`config.mk`:
```
export PLATFORM = sky130hd
export DESIGN_NAME = mem_arbiter
export DESIGN_NICKNAME = d
export VERILOG_FILES = /design/src/rtl/mem_arbiter.sv
export SDC_FILE = /design/constraint.sdc
export NUM_CORES = 1
export LEC_CHECK = 0
export CAP_MARGIN = 10
export CELL_PAD_IN_SITES_DETAIL_PLACEMENT = 0
export CELL_PAD_IN_SITES_GLOBAL_PLACEMENT = 1
export CORE_UTILIZATION = 21
export CTS_BUF_LIST = sky130_fd_sc_hd__clkbuf_2
export CTS_CLUSTER_DIAMETER = 200
export CTS_CLUSTER_SIZE = 20
export DETAILED_ROUTE_END_ITERATION = 10
export PLACE_DENSITY = 0.85
export SYNTH_ARGS = -nofsm -noshare
export SYNTH_HDL_FRONTEND = slang
export SYNTH_SLANG_ARGS = --single-unit
```
`constraint.sdc`:
```
create_clock -name clk -period 1.3 [get_ports clk]
set_input_delay 0.26 -clock clk [delete_from_list [all_inputs] [get_ports clk]]
set_output_delay 0.26 -clock clk [all_outputs]
set_load 0.005 [all_outputs]
```
`src/rtl/mem_arbiter.sv`:
```
// Shared-memory arbiter between the instruction fetch port and the data port.
// Define MEM_ARB_FAIR_EN to make fetch and data alternate when they collide.
module mem_arbiter #(
    parameter int AW = 32,
    parameter int DW = 32
) (
    input  logic          clk,
    input  logic          rst,
    input  logic          if_req,
    input  logic [AW-1:0] if_addr,
    output logic [DW-1:0] if_rdata,
    output logic          if_stall,
    input  logic          d_read,
    input  logic          d_write,
    input  logic [AW-1:0] d_addr,
    input  logic [DW-1:0] d_wdata,
    output logic [DW-1:0] d_rdata,
    output logic          d_stall,
    output logic          mem_req,
    output logic          mem_we,
    output logic [AW-1:0] mem_addr,
    output logic [DW-1:0] mem_wdata,
    input  logic [DW-1:0] mem_rdata,
    input  logic          mem_ack
);

    typedef enum logic [1:0] {
        IDLE    = 2'd0,
        IF_BUSY = 2'd1,
        D_BUSY  = 2'd2
    } state_t;

    state_t state;
    state_t state_nxt;

    logic d_req;
    logic d_wins;
    logic grant_d;
    logic grant_if;
    logic if_done;
    logic d_done;

    assign d_req = d_read | d_write;

`ifdef MEM_ARB_FAIR_EN
    logic fair_flag;

    // Last grant went to data: let a colliding fetch go first this time.
    assign d_wins = d_req & ~(if_req & fair_flag);

    always_ff @(posedge clk) begin
        if (rst) begin
            fair_flag <= 1'b0;
        end else if (grant_d) begin
            fair_flag <= 1'b1;
        end else if (grant_if) begin
            fair_flag <= 1'b0;
        end
    end
`else
    assign d_wins = d_req;
`endif

    always_comb begin
        state_nxt = state;
        grant_d   = 1'b0;
        grant_if  = 1'b0;
        unique case (state)
            IDLE: begin
                if (d_wins) begin
                    state_nxt = D_BUSY;
                    grant_d   = 1'b1;
                end else if (if_req) begin
                    state_nxt = IF_BUSY;
                    grant_if  = 1'b1;
                end
            end
            IF_BUSY, D_BUSY: begin
                if (mem_ack) begin
                    state_nxt = IDLE;
                end
            end
            default: state_nxt = IDLE;
        endcase
    end

    always_ff @(posedge clk) begin
        if (rst) begin
            state     <= IDLE;
            mem_we    <= 1'b0;
            mem_addr  <= '0;
            mem_wdata <= '0;
        end else begin
            state <= state_nxt;
            if (grant_d) begin
                mem_we    <= d_write;
                mem_addr  <= d_addr;
                mem_wdata <= d_wdata;
            end else if (grant_if) begin
                mem_we    <= 1'b0;
                mem_addr  <= if_addr;
                mem_wdata <= '0;
            end
        end
    end

    // Completion is seen as idle while reset is held, so stalls track requests.
    assign if_done = (state == IF_BUSY) & mem_ack & ~rst;
    assign d_done  = (state == D_BUSY) & mem_ack & ~rst;

    assign mem_req  = (state != IDLE);
    assign if_stall = if_req & ~if_done;
    assign d_stall  = (d_req & ~d_done) | if_stall;
    assign if_rdata = mem_rdata;
    assign d_rdata  = mem_rdata;

endmodule

```
==> results.ini <==
[floorplanning]
num_rows = 45
dieArea_um2 = 16100
die_w_um = 127
start_util_pct = 21.6
die_h_um = 127
ios = 266
design.core.area_um2 = 15200

[finish]
final_nets = 649
drive_gt1_share_pct = 60.3
fin_util_pct = 39.7
finalInstanceArea_um2 = 6040
syn2layout_area_growth_pct = 84.3
n_fill_cell = 1474
stdcell_count = 706

[synth]
synth_cells = 344
synth_seq_cells = 67
synth_cell_type_count = 26
synth-warning-count = 0
syn-num-nets = 481
synth-seq-area-share_pct = 40.9
avgSynthCellArea_um2 = 9.53
syn_area_um2 = 3280

[clock_network]
cts.clk_slew.worst_paths_ns = 0.22
cts-root-buf = clkbuf_2
cts_sinks = 67
clockBufferDepth = 2
clock_latency_ns = 0.56
cts_inserted_buffers = 9
hold_buffers = 0
cts_tree = done
htree_num_levels = 3

[place]
port_buffers = 169
place_ws_ns = -0.788
dpl.hpwl_um = 7940
place_area_um2 = 4830
placed_cells = 635
gp_congestion = 0.672

[route]
post_drt_wl_per_cell_um = 17.5
viasPerCell = 4.55
wl_um = 12400
dr_total_vias = 3212
drt-initial-drc-count = 97
dr.pass1.iters = 4
drc = 0
final_antenna_net_count = 0

[min_path]
hold_class = input port to flip-flop
min_to = mem_wdata[18]
holdCritStartpoint = d_wdata[18]
holdPathStages = 2

[pwr]
power.total_mw = 6.92
max-vdd-ir-drop_uv = 458
power.leakage_nw = 2.40
power_density_nw_per_um2 = 1140

[timing]
fin_setup_tns_ns = -31.14
holdWs_ns = 0.287
setup_ws_ns = -0.545
rsz0062_at_grt = yes
timing_worst_slew_pin_value_ns = 0.654
hold_viol_final = 0
fin_crit_sh_pct = 142
fin_skew_ns = 0.0327
max-slew-margin-rel_pct = 56.4
period_needed_ns = 1.84
slew_viol_final = 0
setup_viol = 96
fmax_ghz = 0.542

[setup_path]
criticalPathCategory = flip-flop to output pin
crit_fanout = 2
r2r_cells = 11
r2r_end = mem_addr[22]
critPathArrivalTime_ns = 1.58
cp.required_ns = 1.04
r2r_slack_ns = -0.50
critPathCaptureType = output pin
crit_path_start_kind = flip-flop
crit_start = state[1]
r2r-start = state[1]

[grt]
grt_pass1_vias = 3262
grt_pass1_wl_um = 18000
overflow = 0
antenna_found_initial = 1
grt_max_degree = 38
grt.total_usage_pct = 14.9

[run_status]
status = finished with violations
violations = negative setup slack

[run]
drv_cap = 0

[worst max-delay path by stage]
stage / slack [ns] / to
final: -0.54 / d_stall
after floorplan: 0.006 / mem_wdata[30]
after CTS: -0.63 / d_stall
after global routing: -0.71 / d_stall
after detailed placement: -0.79 / d_stall
after global placement: -0.78 / d_stall
[synthesized netlist by cell type]
cell	instances	area, um2
dfxtp_1	67	1340
buf_4	65	488
a22o_1	33	289
a211oi_1	32	240
nor2_1	32	120
or4b_1	29	290
o21ai_0	19	95.1
clkbuf_1	14	52.6
o21ai_1	14	70.1
buf_2	9	45.0
inv_1	4	15.0
buf_6	3	33.8
ha_1	3	37.5
nor2b_1	3	18.8
or4b_2	3	30.0
a21oi_1	2	10.0
clkbuf_2	2	10.0
nor2_4	2	22.5
a31oi_1	1	6.26
and2_1	1	6.26
nor3_1	1	5.00
nor3_2	1	10.0
o21a_1	1	7.51
o21bai_1	1	7.51
o31a_4	1	17.5
o32ai_1	1	8.76
[sequential cells by signal, indices dropped and copies added (netlist names)]
register / flops
mem_addr: 32
mem_wdata: 32
mem_we: 1
state: 2
[cell families (layout without fill, tap and decap cells)]
logic type      count (synthesis)  count (layout)  share of synthesized area [%]
other cells                     0               1                              0
simple gates                   72              72                           15.3
compound gates                105             105                           22.9
buf+inv                        97             270                           19.7
fa+ha+maj                       3               3                           1.15
flops                          67              67                           40.9
[per-layer routing]
layer	wire, um	vias to the layer above	part of all wire [%]	track usage, %
li1	-	1539	-	-
met1	5050	1512	41	16.1
met2	6160	131	50	26.3
met3	825	30	6.7	5.19
met4	314	0	2.5	6.51
met5	0	-	0	0
[where the power goes]
group | switching, mW | leakage [nW] | internal [mW] | total [mW]
registers | 0.212 | 0.579 | 2.40 | 2.61
clock network | 0.859 | 0.0649 | 0.450 | 1.31
logic | 1.21 | 1.76 | 1.79 | 3.00
total | 2.28 | 2.40 | 4.64 | 6.92
[worst max-delay path: stages, from the launching register on]
cell      delay, ns
dfxtp_4        0.43
inv_4          0.05
ha_4           0.15
a21oi_4        0.12
o21bai_1       0.13
buf_2          0.14
[placed cells by master, fill, tap and decap left out, types with 14 or more instances in the layout]
cell	n
a211oi_2	27
a22o_1	33
buf_2	29
buf_4	58
buf_6	45
clkdlybuf4s50_1	100
dfxtp_2	59
nor2_4	32
o21ai_0	18
o21ai_1	14
or4b_1	29
[timing repair]
action / in CTS / in global routing
cloned: 7 / 0
gates resized for setup: 463 / 53
setup endpoints to repair: 135 / 135
buffers inserted: 20 / 29
pin swaps: 31 / 8
[layout make-up]
cell class                 instances  area, um2  share of cell area, %
timing repair buffer             250       2480                   41.0
multi-input combinational        180       1740                   28.8
sequential                        67       1450                   23.9
tap                              188        235                   3.89
clock inverter                     7       75.1                   1.24
clock buffer                       9       45.0                  0.746
inverter                           4       22.5                  0.373
antenna                            1       2.50                 0.0414
Note: power is estimated with default switching activity, not from simulation.
